==> src/rtl/lsu_pkg.sv <==
// Shared definitions for the load/store unit: access-size codes, FSM states,
// timeout counter width and the access legality rule.
package lsu_pkg;

    localparam logic [2:0] F3_B  = 3'b000;
    localparam logic [2:0] F3_H  = 3'b001;
    localparam logic [2:0] F3_W  = 3'b010;
    localparam logic [2:0] F3_BU = 3'b100;
    localparam logic [2:0] F3_HU = 3'b101;

    localparam int CNT_W = 8;

    typedef enum logic [1:0] {
        ST_IDLE,
        ST_REQ,
        ST_DONE
    } lsu_state_e;

    // True when funct3 is defined for this direction and the address is
    // naturally aligned for the access size.
    function automatic logic access_ok(input logic [2:0] f3,
                                       input logic [1:0] addr_lo,
                                       input logic       is_store);
        logic ok;
        case (f3)
            F3_B:    ok = 1'b1;
            F3_H:    ok = !addr_lo[0];
            F3_W:    ok = (addr_lo == 2'b00);
            F3_BU:   ok = !is_store;
            F3_HU:   ok = !is_store && !addr_lo[0];
            default: ok = 1'b0;
        endcase
        return ok;
    endfunction

endpackage

==> src/rtl/lsu_align.sv <==
// Combinational lane logic: store byte-enable/data steering and load lane
// extraction with sign or zero extension.
module lsu_align
    import lsu_pkg::*;
(
    input  logic [2:0]  st_funct3_i,
    input  logic [1:0]  st_addr_i,
    input  logic [31:0] st_data_i,
    output logic [3:0]  st_be_o,
    output logic [31:0] st_wdata_o,
    input  logic [2:0]  ld_funct3_i,
    input  logic [1:0]  ld_addr_i,
    input  logic [31:0] ld_rdata_i,
    output logic [31:0] ld_data_o
);

    logic [31:0] lane;

    assign lane = ld_rdata_i >> {ld_addr_i, 3'b000};

    always_comb begin
        // NOTE: defaults first so every path assigns both outputs; no latch.
        st_be_o    = 4'b1111;
        st_wdata_o = st_data_i;
        case (st_funct3_i[1:0])
            2'b00: begin
                st_be_o    = 4'b0001 << st_addr_i;
                st_wdata_o = {4{st_data_i[7:0]}};
            end
            2'b01: begin
                st_be_o    = st_addr_i[1] ? 4'b1100 : 4'b0011;
                st_wdata_o = {2{st_data_i[15:0]}};
            end
            default: ;
        endcase
    end

    always_comb begin
        ld_data_o = ld_rdata_i;
        case (ld_funct3_i)
            F3_B:    ld_data_o = {{24{lane[7]}}, lane[7:0]};
            F3_BU:   ld_data_o = {24'h0, lane[7:0]};
            F3_H:    ld_data_o = {{16{lane[15]}}, lane[15:0]};
            F3_HU:   ld_data_o = {16'h0, lane[15:0]};
            default: ;
        endcase
    end

endmodule

==> src/rtl/load_store_unit.sv <==
// Memory-access stage: issues one ready-handshaked data-memory access per
// load/store, stalls the core while it is outstanding, and flags faults.
module load_store_unit
    import lsu_pkg::*;
#(
    parameter int unsigned TIMEOUT_CYCLES = 255
) (
    input  logic        clk,
    input  logic        reset,
    input  logic        MemRead,
    input  logic        MemWrite,
    input  logic [2:0]  funct3,
    input  logic [31:0] ALUResult_ALU,
    input  logic [31:0] Data2_RF,
    output logic        mem_req,
    output logic        mem_we,
    output logic [31:0] mem_addr,
    output logic [3:0]  mem_be,
    output logic [31:0] mem_wdata,
    input  logic        mem_ready,
    input  logic [31:0] mem_rdata,
    output logic [31:0] ReadData_LSU,
    output logic        Stall_LSU,
    output logic        Misaligned_LSU,
    output logic        BusError_LSU
);

    localparam logic [CNT_W-1:0] CNT_LAST = CNT_W'(TIMEOUT_CYCLES - 1);

    lsu_state_e       state_q;
    logic [CNT_W-1:0] cnt_q;
    logic             req_q;
    logic             we_q;
    logic [31:0]      addr_q;
    logic [3:0]       be_q;
    logic [31:0]      wdata_q;
    logic [2:0]       f3_q;
    logic [1:0]       lo_q;
    logic [31:0]      data_q;
    logic             bus_err_q;

    logic        access_v;
    logic        legal;
    logic        illegal;
    logic        issue;
    logic [3:0]  st_be;
    logic [31:0] st_wdata;
    logic [31:0] ld_data;

    assign access_v = MemRead ^ MemWrite;
    assign legal    = access_v && access_ok(funct3, ALUResult_ALU[1:0], MemWrite);
    assign illegal  = (MemRead && MemWrite) || (access_v && !legal);
    assign issue    = (state_q == ST_IDLE) && legal;

    lsu_align u_align (
        .st_funct3_i (funct3),
        .st_addr_i   (ALUResult_ALU[1:0]),
        .st_data_i   (Data2_RF),
        .st_be_o     (st_be),
        .st_wdata_o  (st_wdata),
        .ld_funct3_i (f3_q),
        .ld_addr_i   (lo_q),
        .ld_rdata_i  (mem_rdata),
        .ld_data_o   (ld_data)
    );

    always_ff @(posedge clk) begin
        if (reset) begin
            // NOTE: every register, including the latched request fields, has
            // a defined reset value so the bus sees all-zero after reset.
            state_q   <= ST_IDLE;
            cnt_q     <= '0;
            req_q     <= 1'b0;
            we_q      <= 1'b0;
            addr_q    <= '0;
            be_q      <= '0;
            wdata_q   <= '0;
            f3_q      <= '0;
            lo_q      <= '0;
            data_q    <= '0;
            bus_err_q <= 1'b0;
        end else begin
            bus_err_q <= 1'b0;
            case (state_q)
                ST_IDLE: begin
                    if (issue) begin
                        addr_q  <= {ALUResult_ALU[31:2], 2'b00};
                        lo_q    <= ALUResult_ALU[1:0];
                        we_q    <= MemWrite;
                        be_q    <= st_be;
                        wdata_q <= st_wdata;
                        f3_q    <= funct3;
                        cnt_q   <= '0;
                        req_q   <= 1'b1;
                        state_q <= ST_REQ;
                    end
                end
                ST_REQ: begin
                    // A ready on the final allowed cycle still completes normally.
                    if (mem_ready) begin
                        req_q   <= 1'b0;
                        data_q  <= we_q ? 32'h0 : ld_data;
                        state_q <= ST_DONE;
                    end else if (cnt_q == CNT_LAST) begin
                        req_q     <= 1'b0;
                        data_q    <= 32'h0;
                        bus_err_q <= 1'b1;
                        state_q   <= ST_DONE;
                    end else begin
                        cnt_q <= cnt_q + CNT_W'(1);
                    end
                end
                ST_DONE: state_q <= ST_IDLE;
                default: state_q <= ST_IDLE;
            endcase
        end
    end

    assign mem_req        = req_q;
    assign mem_we         = we_q;
    assign mem_addr       = addr_q;
    assign mem_be         = be_q;
    assign mem_wdata      = wdata_q;
    assign Stall_LSU      = issue || (state_q == ST_REQ);
    assign Misaligned_LSU = (state_q == ST_IDLE) && illegal;
    assign BusError_LSU   = bus_err_q;
    assign ReadData_LSU   = (state_q == ST_DONE) ? data_q : 32'h0;

endmodule
==> config.mk <==
export PLATFORM = sky130hd
export DESIGN_NAME = load_store_unit
export DESIGN_NICKNAME = d
export VERILOG_FILES = /design/src/rtl/lsu_pkg.sv /design/src/rtl/lsu_align.sv /design/src/rtl/load_store_unit.sv
export SDC_FILE = /design/constraint.sdc
export NUM_CORES = 1
export LEC_CHECK = 0
export ABC_AREA = 1
export CAP_MARGIN = 25
export CORE_MARGIN = 8
export CORE_UTILIZATION = 48
export DETAILED_ROUTE_END_ITERATION = 10
export GPL_TIMING_DRIVEN = 1
export PLACE_DENSITY_LB_ADDON = 0.3
export SLEW_MARGIN = 20
export SYNTH_ARGS = -nofsm -noshare
export SYNTH_HDL_FRONTEND = slang
export SYNTH_SLANG_ARGS = --single-unit
==> constraint.sdc <==
create_clock -name clk -period 5.4 [get_ports clk]
set_input_delay 1.08 -clock clk [delete_from_list [all_inputs] [get_ports clk]]
set_output_delay 1.08 -clock clk [all_outputs]
set_load 0.01 [all_outputs]
Word level (Yosys, flattened, before mapping)
Cells that the tools add are included.
- bits in registers: 116
- bits of input ports: 104
- word-level logic and storage cells: 77
- $add $sub $neg: 1
- equality and inequality tests: 15
- shifts and indexed selects: 2
- mux-type cells: 22
- bitwise operators: 2
- reduce and logical (&&, ||, !) cells: 24
- operators by type and width (kind ; number):
    32-bit two-way mux ; 4
    32-bit one-hot mux with 4 select lines ; 1
    32-bit one-hot mux with 2 select lines ; 1
    32-bit by 5-bit right shift with 16-bit output ; 1
    8-bit two-way mux ; 3
    8-bit one-hot mux with 2 select lines ; 1
    3-bit equality test, second input constant ; 4
    8-bit by 1-bit adder with 8-bit output, second input constant ; 1
    8-bit equality test, second input constant ; 1
    4-bit one-hot mux with 2 select lines ; 1
    3-bit by 1-bit equality test with 1-bit output, second input constant ; 2
    1-bit logical AND ; 6
    2-bit logical NOT ; 3
    3-bit logical NOT ; 2
    2-bit two-way mux ; 3
    2-bit inequality test, second input constant ; 3
    2-bit AND reduction ; 3
    1-bit one-hot mux with 5 select lines ; 1
    2-bit by 1-bit equality test with 1-bit output, second input constant ; 2
    1-bit two-way mux ; 4
    4-bit two-way mux ; 1
    2-bit one-hot mux with 2 select lines ; 1
    4-bit AND reduction ; 1
    2-bit nonzero test ; 2
    11 further kinds ; 14

Logic depth before layout (Yosys ltp)
Gate-level depths: netlist of the first run.
- word-level depth: 8
- depth in mapped cells: 11
- gate-level depth less buffers: 10

Hierarchy
A second synthesis of the first run with hierarchy kept.
- cells, all modules: 913
- area total of the unflattened synthesis: 6241.0 um^2
- modules (own cells, without submodules) (module ; instances ; cells each ; area an instance (um^2) ; sequential area each (um^2)):
    load_store_unit ; 1 ; 627 ; 4787.1 ; 2322.2
    lsu_align ; 1 ; 286 ; 1453.9 ; 0.0

Worst setup path after synthesis of the first run
Ideal clock, no wire load.
- kind: input port to output port
- start point: in MemRead
- end point: out Stall_LSU
- data arrival time: 2168 ps
- required time: 4320 ps
- slack: 2152 ps
- cell stages on the path: 6
- buffers on the path: 2
- path through: ha_1 nand3_1 nand3b_4 buf_4 buf_4 nand2_1
- word-level cells in the longest chain between the ends: 4
- RTL lines (item ; line ; text):
    from (decl) ; load_store_unit.sv:10 ; input logic MemRead,
    1-bit bitwise XOR ; load_store_unit.sv:50 ; assign access_v = MemRead ^ MemWrite;
    1-bit logical AND ; load_store_unit.sv:51 ; assign legal = access_v && access_ok(funct3, ALUResult_ALU[1:0], MemWrite);
    1-bit logical AND ; load_store_unit.sv:53 ; assign issue = (state_q == ST_IDLE) && legal;
    1-bit logical OR ; load_store_unit.sv:124 ; assign Stall_LSU = issue || (state_q == ST_REQ);
    to (decl) ; load_store_unit.sv:23 ; output logic Stall_LSU,
Every way passes these cells.

Final worst setup path of the first run
- start point: in funct3[1]
- end point: out Misaligned_LSU
- word-level cells in the longest chain between the ends: 7
- elaborated cells between the ends (all ways): 11
- those cells by class: eq/ne (4); mux (1); reduce/logical (6)
- RTL lines (item ; line ; text):
    from (decl) ; load_store_unit.sv:12 ; input logic [2:0] funct3,
    3-bit equality test, or another cell as far along ; lsu_pkg.sv:25 ; case (f3)
    1-bit one-hot mux with 5 select lines (*) ; lsu_pkg.sv:25 ;
    1-bit logical AND (*) ; load_store_unit.sv:51 ;
    1-bit logical NOT (*) ; load_store_unit.sv:52 ; assign illegal = (MemRead && MemWrite) || (access_v && !legal);
    1-bit logical AND (*) ; load_store_unit.sv:52 ;
    1-bit logical OR (*) ; load_store_unit.sv:52 ;
    1-bit logical AND (*) ; load_store_unit.sv:125 ; assign Misaligned_LSU = (state_q == ST_IDLE) && illegal;
    to (decl) ; load_store_unit.sv:24 ; output logic Misaligned_LSU,
Mark *: on every way between the ends. The rest lies on a longest branch, timed or not.

==> results of run 1 <==
layout by cell type (no fill, tap or decap), types with 3 or more instances in the layout:
cell type,instances
clkinv_4,3
clkdlybuf4s50_1,205
inv_1,83
buf_4,4
clkbuf_16,17
clkinvlp_4,3
nor2_1,69
nand3_2,9
dfxtp_1,116
inv_6,3
o21ai_1,8
bufinv_16,4
ha_1,3
nand2_1,286
nand3_1,37
inv_2,3
a21oi_1,107
o21ai_0,33
o211ai_1,4
o2111ai_1,4
a31oi_1,8
cell usage after synthesis, types with 2 or more instances:
cell	number	area (um2)
nand2_1	287	1080
dfxtp_1	116	2320
a21oi_1	107	536
inv_1	83	312
nor2_1	69	259
nand3_1	37	185
o21ai_0	33	165
clkbuf_1	21	78.8
buf_4	15	113
buf_2	12	60.1
nand3_2	9	90.1
a31oi_1	8	50.1
o21ai_1	8	40.0
o2111ai_1	4	35.0
o211ai_1	4	30.0
ha_1	3	37.5
inv_2	3	11.3
a211oi_1	2	15.0
buf_1	2	7.51
buf_6	2	22.5
nand2_4	2	22.5
nor2_4	2	22.5
nor3_1	2	10.0
registers in the layout, summed over array words and instances (netlist names), 2 cells and up:
name	flops
f3_q	3
mem_wdata	32
data_q	32
state_q	2
mem_be	4
cnt_q	8
mem_addr	30
lo_q	2
worst min-delay path, cell delays in order, from the launching register on:
cell and delay [ns]:
dfxtp_1 0.31, nand2_1 0.06, nand2_1 0.04
power groups by stage:
| stage | registers, mW | clock network, mW | logic [mW] |
|---|---|---|---|
| floorplan | 0.949 | 0 | 0.187 |
| global placement | 0.941 | 0 | 0.375 |
| detailed placement | 0.941 | 0 | 0.378 |
| CTS | 0.924 | 1.22 | 0.383 |
| global route | 0.929 | 1.26 | 0.420 |
| finish | 0.925 | 1.21 | 0.384 |
per-layer routing:
metal  routed length, um  share of wire [%]  GRT usage (%)
met2                8900                 48           39.6
met5                   0                  0              0
met1                7330                 40           27.8
met3                1780                9.7           6.75
met4                 340                1.9           7.51
layout make-up:
cell class	instances	area, um2	area share (%)
repair buffers	211	2110	25.6
clock inverters	14	200	2.42
inverters	86	323	3.91
multi-input cells	589	2690	32.5
well taps	143	179	2.17
clock buffers	18	439	5.31
flip-flops and latches	116	2320	28.1
cells by family (layout without fill, tap and decap cells):
kind of cell / Yosys count / count (layout) / share of synthesized area, %
AOI/OAI and AO/OA: 168 / 168 / 15.8
xor gates and xnor gates: 2 / 2 / 0.313
adders and majority gates: 3 / 3 / 0.670
buffers and inverters: 138 / 329 / 10.8
DFF: 116 / 116 / 41.4
other: 1 / 2 / 0.0669
and+or+nand+nor: 414 / 414 / 30.9
per-stage QoR:
stage	instances	hold WS [ns]
final	1177	0.446
after CTS	1177	0.446
after floorplan	843	0.444
after detailed placement	1145	0.433
after global placement	1144	0.427
after global routing	1177	0.465
worst max path at each step:
stage	end	slack, ns
floorplan	Stall_LSU	2.15
global placement	Misaligned_LSU	1.31
detailed placement	Misaligned_LSU	1.31
CTS	Misaligned_LSU	1.29
global route	Misaligned_LSU	1.18
finish	Misaligned_LSU	1.28
==> results.tsv, run 1 <==
metric	value	unit
viasPerCell	5.08	
cts_sinks	116	
grt_max_degree	82	
fin_util	72.4	%
netlist_area	0.00561	mm2
combPwrFrac	15.3	%
stdcell_area	0.00826	mm2
startpoint	funct3[1]	
synth_edf_count	0	
die_w	124	um
slowest_stage	clkdlybuf4s50_1	
antenna_found_initial	0	
place_ws	1.31	ns
relSlewSlack	38.0	%
async_flop_share	0	%
swShare	25.9	%
hold_end	mem_wdata[2]	
cts_tree	built	
placed_cell_area	0.00762	mm2
rows	39	
clock_latency	0.41	ns
cts_buffers	17	
io_pins	209	
slew_violations	0	
drtPass1Iterations	5	
timing.fmax	0.243	GHz
p_total	2.52	mW
grt_use_total	23.3	%
syn2layout_area_growth	47.4	%
p_sw	0.651	mW
diodes	0	
p_per_area	304	mW/mm2
slowest_delay	0.60	ns
gp_congestion	0.915	
cpLargestDelayFamily	buffers and inverters	
drive_above_1_share	5.61	%
wl	18.4	mm
ctsHoldBuffers	0	
path_buf_inv	4	
setup_viol	0	
finalWorstSetupSlack	1.28	ns
drtIter0Drc	641	
cp-start-kind	primary input	
syn_inst	842	
worst_ep_arrival_time	3.04	ns
crit_chain	clkdlybuf4s50_1, buf_4, nor2_4, inv_2, nand2_4, nand2_4, a21oi_1, nor3_1, clkdlybuf4s50_1	
overflow	0	
grt_pass1_vias	5699	
worst-path-stages	9	
endpoint_kind	output pin	
critPathKind	primary input to output pin	
synth_cell_types	34	
min_from	mem_wdata[2]	
htree_levels	4	
intPower	1.86	mW
avgSynthCellArea	6.66	um2
cts_buffer_depth	2	
required	4.32	ns
clkTransAtPathRegs	0.05	ns
hold_viol	0	
reg2reg_depth	5	
num_vias	5985	
wl_per_cell	15.6	um
run_status	complete, no violations	
min_path_type	flip-flop to flip-flop	
fin_crit	4.12	ns
die_height	124	um
ys_ff_latch	116	
ys_warn_count	0	
pwr-share-seq	36.8	%
io_buffers	206	
dieArea	0.0154	mm2
clockPowerShare	48.0	%
ir_drop	0.000203	V
cts_resized	0	
num-fill-cells	931	
whs_path_depth	2	
reg2reg_from	lo_q[0]	
fin_crit_sh	76.3	%
r2r_slack	2.96	ns
rsz0062_at_grt	no	
drc	0	
fin_skew	0.00719	ns
start_util	49.1	%
maxCapViolations	0	
fin_nets	1128	
cts_root_buf	clkbuf_16	
cts_setup_buffers	0	
seq_area_frac_synth	41.4	%
core	0.0114	mm2
drt.antenna.violating_nets	0	
dp_hpwl	12.9	mm
worst_r2r_endpoint	data_q[5]	
grt_first_pass_wirelength	28.5	mm
p_leak	3.26	nW
tns	0	ns
worstMarginPinSlew	0.931	ns
synthFlopType	dfxtp_1	
cp_max_fo	22	
Power figures use the tool's default switching activity.
==> run 2, diff against run 1 <==
CORE_UTILIZATION = 45   (was 48)
clock period = 4.1 ns   (was 5.4 ns; I/O delays follow)
==> run 2 against run 1 <==
Clock power up 28%. First-iteration DRC count down 7.6%. Hold slack worse by 0.0015 ns. Flip-flop and latch count unchanged. Non-clock buffer count up 5. Count of clock-buffer cells in the layout up 2. Worst setup slack worse by 0.76 ns. Global-route usage down 1.4 points. Cell area up 0.33%. Total power up 30%. Critical endpoint unchanged.
==> results.tsv, run 2 (same netlist as run 1, synthesis figures left out) <==
metric	value	unit
drt.antenna.violating_nets	0	
gp_congestion	0.911	
reg2reg_from	state_q[1]	
critPathKind	primary input to output pin	
die_w	128	um
drtPass1Iterations	5	
diodes	0	
maxCapViolations	0	
dp_hpwl	13.1	mm
dieArea	0.0163	mm2
grt_use_total	21.9	%
cts_tree	built	
grt_pass1_vias	5686	
worstMarginPinSlew	0.851	ns
syn2layout_area_growth	47.9	%
ctsHoldBuffers	0	
cp-start-kind	primary input	
grt_max_degree	82	
drtIter0Drc	592	
fin_crit_sh	87.3	%
cpLargestDelayFamily	buffers and inverters	
wl_per_cell	15.0	um
fin_crit	3.58	ns
layout_common_cells	nand2_1, clkdlybuf4s50_1, dfxtp_1	
cp_max_fo	8	
cts_root_buf	clkbuf_16	
p_per_area	394	mW/mm2
wl	18.1	mm
ir_drop	0.000265	V
fin_nets	1133	
setup_viol	0	
slowest_stage	clkdlybuf4s50_1	
path_buf_inv	2	
slew_violations	0	
drc	0	
io_buffers	206	
antenna_found_initial	0	
num_vias	5962	
cts_buffers	17	
endpoint_kind	output pin	
fin_skew	0.00749	ns
rsz0062_at_grt	no	
rows	40	
min_path_type	flip-flop to flip-flop	
clock_latency	0.42	ns
whs_path_depth	2	
cts_buffer_depth	2	
die_height	128	um
tns	0	ns
cts_sinks	116	
crit_chain	clkdlybuf4s50_1, nand2_1, nand2_1, nand2_1, nand2_4, a21oi_1, nor3_1, clkdlybuf4s50_1	
run_status	complete, no violations	
viasPerCell	4.95	
path_common_cell	nand2_1	
hold_viol	0	
min_from	mem_wdata[1]	
worst_ep_arrival_time	2.76	ns
required	3.28	ns
cts_resized	0	
htree_levels	4	
worst_r2r_endpoint	cnt_q[0]	
relSlewSlack	43.3	%
p_leak	3.27	nW
reg2reg_depth	8	
drive_above_1_share	5.69	%
instances_no_fill	1205	
startpoint	funct3[1]	
grt_first_pass_wirelength	28.4	mm
slowest_delay	0.68	ns
overflow	0	
num-fill-cells	1073	
r2r_slack	1.78	ns
core	0.0121	mm2
io_pins	209	
timing.fmax	0.279	GHz
hold_end	mem_wdata[1]	
cts_setup_buffers	0	
dp_cells	1175	
clkTransAtPathRegs	0.05	ns
mostFrequentLayoutCell	nand2_1	
start_util	46.3	%
## run 2: cell count changes in the layout (fill, tap and decap cells not counted), sizes merged
cell	change
buf	+5
clkbuf	+2
clkinv	+1
clkinvlp	-2
inv	-3
## run 2: worst max path at each step
| stage | end | depth (start not counted) |
|---|---|---|
| global route | Misaligned_LSU | 8 |
| CTS | Misaligned_LSU | 8 |
| global placement | Misaligned_LSU | 8 |
| floorplan | Stall_LSU | 6 |
| detailed placement | Misaligned_LSU | 8 |
| finish | Misaligned_LSU | 8 |
## run 2: layout make-up
class / count / area, um2 / area share [%]
sequential: 116 / 2320 / 28.0
multi-input combinational: 589 / 2680 / 32.4
tap: 168 / 210 / 2.54
inverter: 86 / 323 / 3.89
clock inverter: 10 / 156 / 1.89
clock buffer: 20 / 457 / 5.51
timing repair buffer: 216 / 2140 / 25.8
## run 2: through the flow
stage                     setup WS (ns)  instance area [um2]  total power, mW  util, %  hold slack (ns)
final                             0.520                 8290             3.27     68.5            0.444
after global routing              0.418                 8290             3.39     68.5            0.469
after CTS                         0.506                 8290             3.29     68.5            0.445
after detailed placement          0.528                 7680             1.74     63.4            0.433
after global placement            0.577                 7660             1.73     63.3            0.429
after floorplan                    1.37                 5610             1.50        -            0.444
## run 2: power breakdown
group	switching, mW	leakage (nW)	internal [mW]
logic	0.262	2.03	0.237
registers	0.0358	0.942	1.18
clock network	0.512	0.301	1.04
## run 2: layer usage
metal | GRT usage (%) | routed length, um | vias to the layer above
met5 | 0 | 0 | -
met4 | 8.74 | 352 | 0
met3 | 6.32 | 1310 | 25
met2 | 37.5 | 8870 | 189
met1 | 25.1 | 7590 | 2722
li1 | - | - | 3026
## run 2: worst reg2reg max path, delay by kind of cell, from the launching register on
| family | cells | cell delay [ns] |
|---|---|---|
| AOI/OAI and AO/OA | 2 | 0.32 |
| buffers and inverters | 3 | 1.02 |
| DFF | 1 | 0.39 |
| and+or+nand+nor | 3 | 0.54 |
==> run 3, diff against run 2 <==
GPL_ROUTABILITY_DRIVEN = 0   (was not set)
==> run 3 against run 2 <==
Sequential power barely moved. Sequential share of layout area rose by 0.22 points. Worst setup slack improved by 0.017 ns. Critical path type unchanged. Critical endpoint unchanged. Highest routed layer unchanged.
==> results.tsv, run 3 (same netlist as run 1, synthesis figures left out) <==
metric	value	unit
cts_sinks	116	
cp-start-kind	primary input	
fin_crit	3.56	ns
syn2layout_area_growth	46.7	%
cts_tree	built	
grt_first_pass_wirelength	27.9	mm
seq_area	0.00232	mm2
num-fill-cells	1099	
drc	0	
cts_resized	0	
fin_nets	1133	
grt_pass1_vias	5589	
r2r_slack	1.73	ns
stdcell_area	0.00823	mm2
cts_buffer_depth	2	
maxCapViolations	0	
wl_per_cell	15.0	um
endpoint	Misaligned_LSU	
fin_crit_sh	86.9	%
fin_skew	0.00697	ns
dieArea	0.0163	mm2
grt_use_total	21.6	%
timing.fmax	0.281	GHz
critPathKind	primary input to output pin	
htree_levels	4	
clock_latency	0.41	ns
multi_input_area	0.00268	mm2
die_w	128	um
ir_drop	0.000291	V
worst_r2r_endpoint	cnt_q[0]	
min_path_type	flip-flop to flip-flop	
cts_buffers	17	
place_ws	0.537	ns
viasPerCell	4.95	
cts_setup_buffers	0	
tns	0	ns
required	3.28	ns
cts_root_buf	clkbuf_16	
run_status	complete, no violations	
drive_above_1_share	5.58	%
core	0.0121	mm2
relSlewSlack	42.9	%
startpoint	funct3[1]	
die_height	128	um
rsz0062_at_grt	no	
wl	18.1	mm
grt_max_degree	82	
io_pins	209	
drtPass1Iterations	5	
mostFrequentLayoutCell	nand2_1	
p_leak	3.23	nW
overflow	0	
p_total	3.09	mW
antenna_found_initial	0	
layout_common_cells	nand2_1, clkdlybuf4s50_1, dfxtp_1	
placed_cell_area	0.00768	mm2
num_vias	5980	
worst_ep_arrival_time	2.74	ns
drt.antenna.violating_nets	0	
clkTransAtPathRegs	0.05	ns
instances_no_fill	1207	
hold_viol	0	
p_per_area	375	mW/mm2
start_util	46.3	%
dp_hpwl	12.9	mm
worstMarginPinSlew	0.857	ns
reg2reg_from	state_q[1]	
rows	40	
diodes	0	
ctsHoldBuffers	0	
cp_max_fo	8	
finalWorstSetupSlack	0.537	ns
drtIter0Drc	550	
dp_cells	1175	
slew_violations	0	
reg2reg_depth	8	
endpoint_kind	output pin	
io_buffers	206	
setup_viol	0	
[run 3: worst max-delay path: stages]
cell and delay, ns:
clkdlybuf4s50_1 0.67, nand2_1 0.10, nand2_1 0.07, nand2_1 0.13, nand2_4 0.14, a21oi_1 0.09, nor3_1 0.13, clkdlybuf4s50_1 0.60
[run 3: how the worst min path moves through the flow]
stage	depth (start not counted)	slack (ns)	from	endpoint
finish	2	0.44	mem_wdata[1]	mem_wdata[1]
global route	2	0.47	mem_wdata[1]	mem_wdata[1]
CTS	2	0.44	mem_wdata[1]	mem_wdata[1]
detailed placement	2	0.43	mem_wdata[1]	mem_wdata[1]
global placement	2	0.43	mem_wdata[5]	mem_wdata[5]
floorplan	2	0.44	data_q[10]	data_q[10]
[run 3: where the power goes]
group,switching (mW),internal [mW]
Clock,0.508,0.859
Combinational,0.265,0.237
Sequential,0.0356,1.18
[run 3: stage by stage]
step	hold slack (ns)	util (%)
6_report	0.443	67.9
5_1_grt	0.468	67.9
4_1_cts	0.444	67.9
3_5_place_dp	0.431	63.4
3_3_place_gp	0.429	63.3
2_1_floorplan	0.444	-
[run 3: layer usage]
layer  GRT usage (%)  wire length, um  vias up
li1                -                -     3026
met1            24.1             7480     2701
met2            36.4             8850      222
met3            7.32             1400       31
met4            10.1              411        0
met5               0                0        -
[run 3: final cells by class]
| type | count | area share, % |
|---|---|---|
| clock inverter | 9 | 0.974 |
| inverter | 86 | 3.92 |
| tap | 168 | 2.56 |
| clock buffer | 23 | 5.69 |
| sequential | 116 | 28.2 |
| timing repair buffer | 216 | 26.0 |
| multi-input combinational | 589 | 32.6 |
